[src/rtl/riscv_imm_pkg.sv]
// ---------------------------------------------------------------------------
// riscv_imm_pkg
//
// Shared definitions for the RISC-V immediate generator pipeline.
//
// Contents:
//   fmt_e        - immediate format code carried alongside each immediate
//   OPC_*        - base opcodes (instr[6:0]) recognised by the decoder
//   SYS_ZIMM_BIT - funct3 bit that selects the CSR-immediate (zimm) forms
// ---------------------------------------------------------------------------
package riscv_imm_pkg;

    // Format code. Encoding is externally visible on the fmt port, so the
    // values are pinned explicitly rather than left to enum auto-numbering.
    typedef enum logic [2:0] {
        FMT_I    = 3'd0,
        FMT_S    = 3'd1,
        FMT_B    = 3'd2,
        FMT_U    = 3'd3,
        FMT_J    = 3'd4,
        FMT_Z    = 3'd5,
        FMT_NONE = 3'd7
    } fmt_e;

    // Base opcodes, instr[6:0].
    localparam logic [6:0] OPC_OP_IMM    = 7'b0010011;
    localparam logic [6:0] OPC_LOAD      = 7'b0000011;
    localparam logic [6:0] OPC_JALR      = 7'b1100111;
    localparam logic [6:0] OPC_STORE     = 7'b0100011;
    localparam logic [6:0] OPC_BRANCH    = 7'b1100011;
    localparam logic [6:0] OPC_LUI       = 7'b0110111;
    localparam logic [6:0] OPC_AUIPC     = 7'b0010111;
    localparam logic [6:0] OPC_JAL       = 7'b1101111;
    localparam logic [6:0] OPC_SYSTEM    = 7'b1110011;
    localparam logic [6:0] OPC_OP_IMM_32 = 7'b0011011;

    // In SYSTEM instructions funct3[2] (instr[14]) marks csrrwi/csrrsi/csrrci,
    // whose rs1 field is a 5-bit zero-extended immediate.
    localparam int SYS_ZIMM_BIT = 14;

endpackage : riscv_imm_pkg

[src/rtl/imm_decode.sv]
// ---------------------------------------------------------------------------
// imm_decode
//
// Purely combinational immediate extractor. Classifies the instruction by
// opcode, assembles the format-specific immediate and extends it to XLEN.
//
// Parameters:
//   XLEN    - immediate width, 32 or 64
//
// Ports:
//   instr   in   32    raw instruction word
//   imm     out  XLEN  extended immediate (0 when illegal)
//   fmt     out  3     format code (FMT_NONE when illegal)
//   illegal out  1     opcode not decodable for this XLEN
// ---------------------------------------------------------------------------
module imm_decode
    import riscv_imm_pkg::*;
#(
    parameter int XLEN = 32
) (
    input  logic [31:0]     instr,
    output logic [XLEN-1:0] imm,
    output fmt_e            fmt,
    output logic            illegal
);

    // Sign-extend a 32-bit value to XLEN (identity when XLEN = 32).
    function automatic logic [XLEN-1:0] sext32(input logic [31:0] v);
        logic [XLEN-1:0] r;
        r       = {XLEN{v[31]}};
        r[31:0] = v;
        return r;
    endfunction

    logic [31:0]     w_imm_i32;
    logic [31:0]     w_imm_s32;
    logic [31:0]     w_imm_b32;
    logic [31:0]     w_imm_u32;
    logic [31:0]     w_imm_j32;
    logic [XLEN-1:0] w_imm_z;

    // Each format is first assembled as a 32-bit two's-complement value and
    // only then widened, so the RV64 path is a single sign extension.
    assign w_imm_i32 = {{20{instr[31]}}, instr[31:20]};
    assign w_imm_s32 = {{20{instr[31]}}, instr[31:25], instr[11:7]};
    assign w_imm_b32 = {{19{instr[31]}}, instr[31], instr[7], instr[30:25],
                        instr[11:8], 1'b0};
    assign w_imm_u32 = {instr[31:12], 12'b0};
    assign w_imm_j32 = {{11{instr[31]}}, instr[31], instr[19:12], instr[20],
                        instr[30:21], 1'b0};
    assign w_imm_z   = {{(XLEN-5){1'b0}}, instr[19:15]};

    // NOTE: every output gets a default before the case so that no path
    // leaves it unassigned; otherwise a latch would be inferred.
    always_comb begin
        imm     = '0;
        fmt     = FMT_NONE;
        illegal = 1'b1;

        case (instr[6:0])
            OPC_OP_IMM, OPC_LOAD, OPC_JALR: begin
                imm     = sext32(w_imm_i32);
                fmt     = FMT_I;
                illegal = 1'b0;
            end
            OPC_STORE: begin
                imm     = sext32(w_imm_s32);
                fmt     = FMT_S;
                illegal = 1'b0;
            end
            OPC_BRANCH: begin
                imm     = sext32(w_imm_b32);
                fmt     = FMT_B;
                illegal = 1'b0;
            end
            OPC_LUI, OPC_AUIPC: begin
                imm     = sext32(w_imm_u32);
                fmt     = FMT_U;
                illegal = 1'b0;
            end
            OPC_JAL: begin
                imm     = sext32(w_imm_j32);
                fmt     = FMT_J;
                illegal = 1'b0;
            end
            OPC_SYSTEM: begin
                // ecall/ebreak/csrrw/csrrs/csrrc carry a 12-bit I immediate
                // (the CSR address); the *i forms carry a 5-bit zimm.
                if (instr[SYS_ZIMM_BIT]) begin
                    imm = w_imm_z;
                    fmt = FMT_Z;
                end else begin
                    imm = sext32(w_imm_i32);
                    fmt = FMT_I;
                end
                illegal = 1'b0;
            end
            OPC_OP_IMM_32: begin
                // addiw/slliw/... exist only in RV64.
                if (XLEN == 64) begin
                    imm     = sext32(w_imm_i32);
                    fmt     = FMT_I;
                    illegal = 1'b0;
                end
            end
            default: begin
                imm     = '0;
                fmt     = FMT_NONE;
                illegal = 1'b1;
            end
        endcase
    end

endmodule : imm_decode

[src/rtl/imm_gen_pipe.sv]
// ---------------------------------------------------------------------------
// imm_gen_pipe
//
// Valid/ready wrapped immediate generator. The instruction is decoded
// combinationally on the way in and the result is held in a two-entry
// buffer (output register + skid register). in_ready is a flop, so the
// upstream handshake has no combinational path from out_ready.
// A saturating counter tracks accepted illegal instructions.
//
// Parameters:
//   XLEN         - immediate width, 32 or 64
//   CNT_W        - illegal counter width
//
// Ports:
//   clk          in   1      rising-edge clock
//   reset        in   1      asynchronous active-low reset
//   in_valid     in   1      instr is valid
//   in_ready     out  1      block can accept instr this cycle
//   instr        in   32     raw instruction word
//   out_valid    out  1      imm/fmt/illegal are valid
//   out_ready    in   1      consumer accepts output this cycle
//   imm          out  XLEN   extended immediate
//   fmt          out  3      format code (see riscv_imm_pkg::fmt_e)
//   illegal      out  1      opcode not decodable
//   clr_cnt      in   1      synchronous clear of illegal_cnt (has priority)
//   illegal_cnt  out  CNT_W  saturating count of accepted illegal instrs
// ---------------------------------------------------------------------------
module imm_gen_pipe
    import riscv_imm_pkg::*;
#(
    parameter int XLEN  = 32,
    parameter int CNT_W = 16
) (
    input  logic             clk,
    input  logic             reset,
    input  logic             in_valid,
    output logic             in_ready,
    input  logic [31:0]      instr,
    output logic             out_valid,
    input  logic             out_ready,
    output logic [XLEN-1:0]  imm,
    output logic [2:0]       fmt,
    output logic             illegal,
    input  logic             clr_cnt,
    output logic [CNT_W-1:0] illegal_cnt
);

    typedef struct packed {
        logic [XLEN-1:0] imm;
        fmt_e            fmt;
        logic            illegal;
    } entry_t;

    localparam entry_t ENTRY_RST = '{imm: '0, fmt: FMT_NONE, illegal: 1'b0};

    // ------------------------------------------------------------------
    // Decode ahead of the buffer
    // ------------------------------------------------------------------
    logic [XLEN-1:0] w_dec_imm;
    fmt_e            w_dec_fmt;
    logic            w_dec_illegal;
    entry_t          w_dec;

    imm_decode #(
        .XLEN    (XLEN)
    ) u_imm_decode (
        .instr   (instr),
        .imm     (w_dec_imm),
        .fmt     (w_dec_fmt),
        .illegal (w_dec_illegal)
    );

    assign w_dec = '{imm: w_dec_imm, fmt: w_dec_fmt, illegal: w_dec_illegal};

    // ------------------------------------------------------------------
    // State
    // ------------------------------------------------------------------
    entry_t           r_out;
    logic             r_out_valid;
    entry_t           r_skid;
    logic             r_skid_valid;
    logic             r_in_ready;
    logic [CNT_W-1:0] r_cnt;

    logic             w_accept;
    logic             w_consume;
    entry_t           w_out_nx;
    logic             w_out_valid_nx;
    logic             w_skid_valid_nx;
    logic             w_skid_load;
    logic [CNT_W-1:0] w_cnt_nx;

    assign w_accept  = in_valid && r_in_ready;
    assign w_consume = r_out_valid && out_ready;

    // ------------------------------------------------------------------
    // Buffer next state
    //
    // The output register refills whenever it is empty or being drained:
    // from skid first (older entry), else from the input. If the output
    // register is stalled, an accepted input parks in skid. An accept can
    // never coincide with a full skid because in_ready mirrors skid-empty.
    // ------------------------------------------------------------------
    always_comb begin
        w_out_nx        = r_out;
        w_out_valid_nx  = r_out_valid;
        w_skid_valid_nx = r_skid_valid;
        w_skid_load     = 1'b0;

        if (!r_out_valid || w_consume) begin
            if (r_skid_valid) begin
                w_out_nx        = r_skid;
                w_out_valid_nx  = 1'b1;
                w_skid_valid_nx = 1'b0;
            end else if (w_accept) begin
                w_out_nx       = w_dec;
                w_out_valid_nx = 1'b1;
            end else begin
                w_out_valid_nx = 1'b0;
            end
        end else if (w_accept) begin
            w_skid_valid_nx = 1'b1;
            w_skid_load     = 1'b1;
        end
    end

    // ------------------------------------------------------------------
    // Illegal counter next state: clear wins over an increment in the
    // same cycle; increments stop at all-ones.
    // ------------------------------------------------------------------
    always_comb begin
        w_cnt_nx = r_cnt;
        if (clr_cnt) begin
            w_cnt_nx = '0;
        end else if (w_accept && w_dec.illegal && (r_cnt != '1)) begin
            w_cnt_nx = r_cnt + 1'b1;
        end
    end

    // ------------------------------------------------------------------
    // Control and output registers
    //
    // in_ready resets low and rises on the first edge after release,
    // since its next value is computed from the (empty) skid state.
    // ------------------------------------------------------------------
    // NOTE: sequential state uses non-blocking assignments so every flop
    // samples pre-edge values regardless of statement order.
    always_ff @(posedge clk or negedge reset) begin
        if (!reset) begin
            r_out        <= ENTRY_RST;
            r_out_valid  <= 1'b0;
            r_skid_valid <= 1'b0;
            r_in_ready   <= 1'b0;
            r_cnt        <= '0;
        end else begin
            r_out        <= w_out_nx;
            r_out_valid  <= w_out_valid_nx;
            r_skid_valid <= w_skid_valid_nx;
            r_in_ready   <= !w_skid_valid_nx;
            r_cnt        <= w_cnt_nx;
        end
    end

    // NOTE: the skid payload is deliberately not reset; it is only ever
    // read when r_skid_valid is set, and that flag is reset.
    always_ff @(posedge clk) begin
        if (w_skid_load) begin
            r_skid <= w_dec;
        end
    end

    // ------------------------------------------------------------------
    // Outputs
    // ------------------------------------------------------------------
    assign in_ready    = r_in_ready;
    assign out_valid   = r_out_valid;
    assign imm         = r_out.imm;
    assign fmt         = r_out.fmt;
    assign illegal     = r_out.illegal;
    assign illegal_cnt = r_cnt;

endmodule : imm_gen_pipe

[config.mk]
export PLATFORM = sky130hd
export DESIGN_NAME = imm_gen_pipe
export DESIGN_NICKNAME = d
export VERILOG_FILES = /design/src/rtl/riscv_imm_pkg.sv /design/src/rtl/imm_decode.sv /design/src/rtl/imm_gen_pipe.sv
export SDC_FILE = /design/constraint.sdc
export NUM_CORES = 1
export LEC_CHECK = 0
export ABC_AREA = 0
export CAP_MARGIN = 20
export CORE_MARGIN = 2
export CORE_UTILIZATION = 45
export CTS_BUF_LIST = sky130_fd_sc_hd__clkbuf_4
export CTS_CLUSTER_DIAMETER = 150
export DETAILED_ROUTE_END_ITERATION = 6
export GPL_TIMING_DRIVEN = 0
export PLACE_DENSITY = 0.76
export SYNTH_ARGS = -nofsm -noshare
export SYNTH_HDL_FRONTEND = slang
export SYNTH_SLANG_ARGS = --single-unit
[constraint.sdc]
create_clock -name clk -period 4.1 [get_ports clk]
set_clock_uncertainty 0.1 [all_clocks]
set_input_delay 0.82 -clock clk [delete_from_list [all_inputs] [get_ports clk]]
set_output_delay 0.82 -clock clk [all_outputs]
set_load 0.1 [all_outputs]
==> impl_metrics.yaml, run 1 <==
synth:
  synthArstFlopShare: 0.604
  synth_nets: 458
  synth_compound_gate_area_share: 0.174
  synth-simple-area-share: 0.221
  synth_edf_count: 36
  syn_area_per_cell_um2: 10.6
  synthMuxAreaShare: 0.00734
  synth-adder-area-share: 0.00282
  yosysSeqAreaShare: 0.555
  synth_top_family_by_area: "simple AND/OR/NAND/NOR gates"
  yosys_warnings: 0
  yosysTopAreaCell: "dfrtp_1"
  synth_top_area_share: 0.294
  synthXorXnorAreaFrac: 0.00395
  synthCells: 420
  ys.flop_type: "dfrtp_1"
  ys_top_cells_by_area: "dfrtp_1 29%, edfxtp_1 24%, nand3b_1 3.9%, a21oi_1 3.4%, nand2_1 3.4%"
  yosysUniqueCellTypes: 58
  synth_area_mm2: 0.00443
  synth-seq-cells: 91
placement:
  place_inst: 643
  port_buffers: 88
  placed_area_mm2: 0.00552
  routabilityCongestion: 0.878
  dp_hpwl_um: 8380
grt:
  grtUsageTotal: 0.227
  grt_max_degree: 38
  antenna_found_initial: 0
  grt_pass1_vias: 3667
  grt_pass1_wl_um: 18500
  overflow: 0
layout:
  diodes: 0
  layout.nets: 559
  finalInstanceArea_mm2: 0.00565
  most-common-layout-cells: "87 x clkdlybuf4s50_1, 52 x dfrtp_1, 40 x nand2_1, 36 x edfxtp_1, 30 x a21oi_1"
  regArea_mm2: 0.00246
  area.growth.synth_to_final_pct: 27.4
  multi_input_area_mm2: 0.00182
  drive_gt1_frac: 0.0817
  final_common_cell: "clkdlybuf4s50_1"
  final_cells: 659
  fill_cells: 836
die:
  start_util: 0.458
  coreArea_mm2: 0.00968
  die_height_um: 103
  fp-row-count: 36
  ios: 91
  die_x_um: 103
  die_area_mm2: 0.0107
sta:
  maxSlewViolCount: 0
  worstMarginPinSlew_ps: 1020
  fin_crit_ps: 3070
  slew_headroom: 0.321
  setup_viol: 0
  max_freq_ghz: 0.326
  hold_viol: 0
  fin_crit_sh: 0.749
  rsz0062_at_grt: "no"
power_and_ir_drop:
  switching_share: 0.467
  switchingPower_mw: 1.29
  seq_power_share: 0.404
  p_clk_frac: 0.169
  leakagePower_nw: 2.21
  intPower_mw: 1.48
  pwr-share-comb: 0.427
  p_per_area_mw_per_mm2: 490
  ir_worst_vdd_mv: 0.274
worst_setup_path:
  cp_slowest_stage_delay_ps: 1130
  start_kind: "flip-flop"
  worstPathCellList: "clkdlybuf4s50_1"
  cp_max_fo: 2
  worstPathRequired_ps: 3180
  worst_setup_path_end_kind: "output pin"
  criticalPathCategory: "reg2out"
  arrival_ps: 2150
  crit_buf_inv: 1
  cp_top_family: "buffers and inverters"
  ff2ff_setup_slack_ps: 1670
  cp_slowest_cell: "clkdlybuf4s50_1"
clock_tree:
  clk_transition_reported_paths_ps: 150
  cts.sinks: 91
  cts_made_buffers: 9
  h-tree-depth: 3
  cts-hold-fix-buffers: 0
  cts_resized: 0
  cts_tree: "built"
  cts_root_buffer: "clkbuf_4"
  clock_latency_ps: 460
  post_cts_buffers: 0
  clock_path_buffers: 2
detailed_routing:
  routed_wl_um: 11700
  drt-initial-drc-count: 242
  via_count: 3801
  drtAntennaViolNets: 0
  drcViolationCount: 0
  vias_per_cell: 5.77
  first_pass_iters: 5
  wire_per_inst_um: 17.7
run_status:
  run_status: "complete, no violations"
job:
  maxCapViolations: 0
hold_path:
  min_path_type: "in2async"
[state kept, by name (all words and copies together) (netlist names)]
signal and cells:
illegal_cnt 16, imm 32, fmt 3, out_valid 1
illegal 1, r_skid 36, in_ready 1, r_skid_valid 1
[Yosys cell counts, drive strengths merged, types with 9 or more instances]
master,instances
clkbuf,28
dfrtp,52
nand2,40
o31ai,9
a21o,10
nand3b,23
a221o,9
a31oi,12
or4,11
edfxtp,36
nor2,17
and3,13
o21ai,24
nand3,12
a21oi,30
[stage by stage]
step / setup slack (ps) / hold slack [ps] / util / setup TNS (ps) / power [mW]
floorplan: 525 / 380 / - / 0 / 1.99
global placement: -722 / 373 / 0.566 / -25950 / 2.31
detailed placement: 660 / 388 / 0.570 / 0 / 2.32
CTS: 1010 / 184 / 0.583 / 0 / 2.78
global route: 929 / 206 / 0.583 / 0 / 2.88
finish: 1030 / 182 / 0.583 / 0 / 2.77
[final cells by class]
class / instances / share of cell area
buffer: 34 / 0.0246
sequential: 91 / 0.436
clock inverter: 6 / 0.00886
inverter: 5 / 0.00332
tap: 133 / 0.0295
multi-input combinational: 290 / 0.323
clock buffer: 10 / 0.0133
timing repair buffer: 90 / 0.162
[logic make-up (layout without fill, tap and decap cells)]
family / after synthesis / after routing
fa+ha+maj: 1 / 1
xor+xnor: 2 / 2
buf+inv: 39 / 145
flops: 91 / 91
compound gates: 116 / 116
mux: 3 / 3
simple gates: 168 / 168
[routing by layer]
metal	global-route usage	vias up	part of all wire	wire length (µm)
met2	0.364	179	0.49	5710
met5	0	-	0	0
met4	0.0678	0	0.0087	102
met1	0.315	1818	0.43	5000
li1	-	1792	-	-
met3	0.0444	12	0.075	874
[power by group through the flow]
stage / clock network [mW] / registers (mW) / logic (mW)
finish: 0.468 / 1.12 / 1.18
global route: 0.513 / 1.13 / 1.23
CTS: 0.476 / 1.12 / 1.19
detailed placement: 0 / 1.14 / 1.18
global placement: 0 / 1.14 / 1.17
floorplan: 0 / 1.80 / 0.196
[final timing paths]
kind | start | to | cells after the start
min in group clk | fmt[1]$_DFFE_PN1P_ | fmt[1]$_DFFE_PN1P_ | 2
hold / removal | reset | imm[12]$_DFFE_PN0P_ | 1
hold reg to reg | fmt[1]$_DFFE_PN1P_ | fmt[1]$_DFFE_PN1P_ | 2
setup / recovery | fmt[0]$_DFFE_PN1P_ | fmt[0] | 1
max in group asynchronous | reset | fmt[2]$_DFFE_PN1P_ | 2
setup reg to reg | illegal_cnt[0]$_DFFE_PN0P_ | illegal_cnt[14]$_DFFE_PN0P_ | 6
Note: power is estimated with default switching activity, not from simulation.
==> run 2, diff against run 1 <==
- PLACE_DENSITY: 0.76 -> 0.78
- clock period: 4.1 -> 2.6 ns (I/O delays scaled with it)
==> run 2 against run 1 <==
Effect of this change:
- sequential share of layout area fell by 0.42 points
- critical path depth is the same
- power grew 57%
- clock power up 57%
- largest power group unchanged
- register-to-register slack worse by 1500 ps
- first-iteration DRC count rose by 4.1%
- combinational power up 56%
- non-clock buffer count is the same
- final cell count increased by 0.15%
- count of clock-buffer cells in the layout stayed put
- wire length grew 1.7%
- utilization is 1.2 points higher
==> impl_metrics.yaml, run 2 (synthesized netlist as in run 1, its figures left out) <==
worst_setup_path:
  cp_max_fo: 2
  cp_slowest_cell: "clkdlybuf4s50_1"
  worst_setup_path_end_kind: "output pin"
  worstPathCellList: "clkdlybuf4s50_1"
  criticalPathCategory: "reg2out"
  worstPathRequired_ps: 1980
  crit_buf_inv: 1
  cp_slowest_stage_delay_ps: 1130
  start_kind: "flip-flop"
  arrival_ps: 1940
  cp_top_family: "buffers and inverters"
power_and_ir_drop:
  p_clk_frac: 0.170
  intPower_mw: 2.30
  switching_share: 0.471
  p_per_area_mw_per_mm2: 753
  seq_power_share: 0.406
  switchingPower_mw: 2.04
  leakagePower_nw: 2.60
  ir_worst_vdd_mv: 0.426
  pwr-share-comb: 0.424
layout:
  utilization: 0.595
  diodes: 0
  regMostFlops: "r_skid"
  largest_register_ffs: 36
  drive_gt1_frac: 0.129
  most-common-layout-cells: "40 x nand2_1, 36 x dfrtp_1, 36 x edfxtp_1, 35 x clkdlybuf4s50_1, 29 x a21oi_1"
  final_common_cell: "nand2_1"
  area.growth.synth_to_final_pct: 29.9
  layout.nets: 560
sta:
  slew_headroom: 0.322
  setup_viol: 0
  max_freq_ghz: 0.390
  worstMarginPinSlew_ps: 1010
  timing.hold.ws_ps: 341
  fin_crit_ps: 2560
  fin_crit_sh: 0.985
  hold_viol: 0
  maxSlewViolCount: 0
die:
  coreArea_mm2: 0.00968
  die_x_um: 103
  die_height_um: 103
  ios: 91
  fp-row-count: 36
  die_area_mm2: 0.0107
  start_util: 0.458
grt:
  grt_pass1_vias: 3735
  grt_max_degree: 30
  antenna_found_initial: 0
  grt_pass1_wl_um: 18800
  grtUsageTotal: 0.228
  overflow: 0
hold_path:
  min_path_type: "in2reg"
clock_tree:
  cts_tree: "built"
  cts_made_buffers: 9
  clk_transition_reported_paths_ps: 160
  post_cts_buffers: 0
  clock_path_buffers: 2
  cts_root_buffer: "clkbuf_4"
  cts.sinks: 91
  h-tree-depth: 3
  clock_latency_ps: 440
run_status:
  run_status: "complete, no violations"
detailed_routing:
  wire_per_inst_um: 18.0
  drcViolationCount: 0
  vias_per_cell: 5.90
  drtAntennaViolNets: 0
  routed_wl_um: 11900
  drt-initial-drc-count: 252
  via_count: 3891
  first_pass_iters: 5
job:
  maxCapViolations: 0
placement:
  routabilityCongestion: 0.868
  dp_hpwl_um: 8270
  port_buffers: 88
## run 2: power groups by stage
stage          sequential [mW]  combinational (mW)  clock [mW]
2_1_floorplan             2.84               0.312           0
3_3_place_gp              1.79                1.85           0
3_5_place_dp              1.80                1.87           0
4_1_cts                   1.77                1.85       0.743
5_1_grt                   1.78                1.92       0.797
6_report                  1.76                1.84       0.736
## run 2: cell type report
cell class	instances	area [µm²]
repair buffers	90	935
flip-flops and latches	91	2490
clock buffers	10	75.1
fillers	815	3920
well taps	133	166
plain buffers	34	145
inverters	5	18.8
multi-input cells	291	1880
clock inverters	6	50.0
## run 2: final timing paths
kind / end / from / slack, ps / cells past startpoint
setup / recovery: imm[23] / imm[23]$_DFFE_PN0P_ / 40 / 1
hold / removal: illegal_cnt[1]$_DFFE_PN0P_ / clr_cnt / 340 / 2
min in group asynchronous: imm[15]$_DFFE_PN0P_ / reset / 530 / 2
setup reg to reg: illegal_cnt[14]$_DFFE_PN0P_ / illegal_cnt[1]$_DFFE_PN0P_ / 190 / 6
hold reg to reg: fmt[1]$_DFFE_PN1P_ / fmt[1]$_DFFE_PN1P_ / 390 / 2
max in group asynchronous: fmt[2]$_DFFE_PN1P_ / reset / 1220 / 3
## run 2: routing by layer
layer / routed length [µm] / global-route usage / up-vias
li1: - / - / 1785
met1: 5040 / 0.305 / 1898
met2: 5720 / 0.380 / 187
met3: 912 / 0.0376 / 21
met4: 211 / 0.0789 / 0
met5: 0 / 0 / -
## run 2: what timing repair did
item,in CTS,in global routing
resized for setup,32,39
hold buffers,1,0
gates cloned,1,0
hold endpoints to repair,7,0
setup endpoints to repair,95,82
## run 2: per-stage QoR
stage / cell area [µm²] / setup TNS, ps / std cells / power, mW / worst slack (ps)
final: 5760 / 0 / 660 / 4.34 / 39.0
after global placement: 5510 / -92380 / 641 / 3.64 / -1230
after global routing: 5760 / -15.6 / 660 / 4.50 / -10.6
after CTS: 5660 / 0 / 660 / 4.36 / 4.73
after detailed placement: 5530 / -51710 / 642 / 3.66 / -575
after floorplan: 4470 / 0 / 420 / 3.15 / 6.54
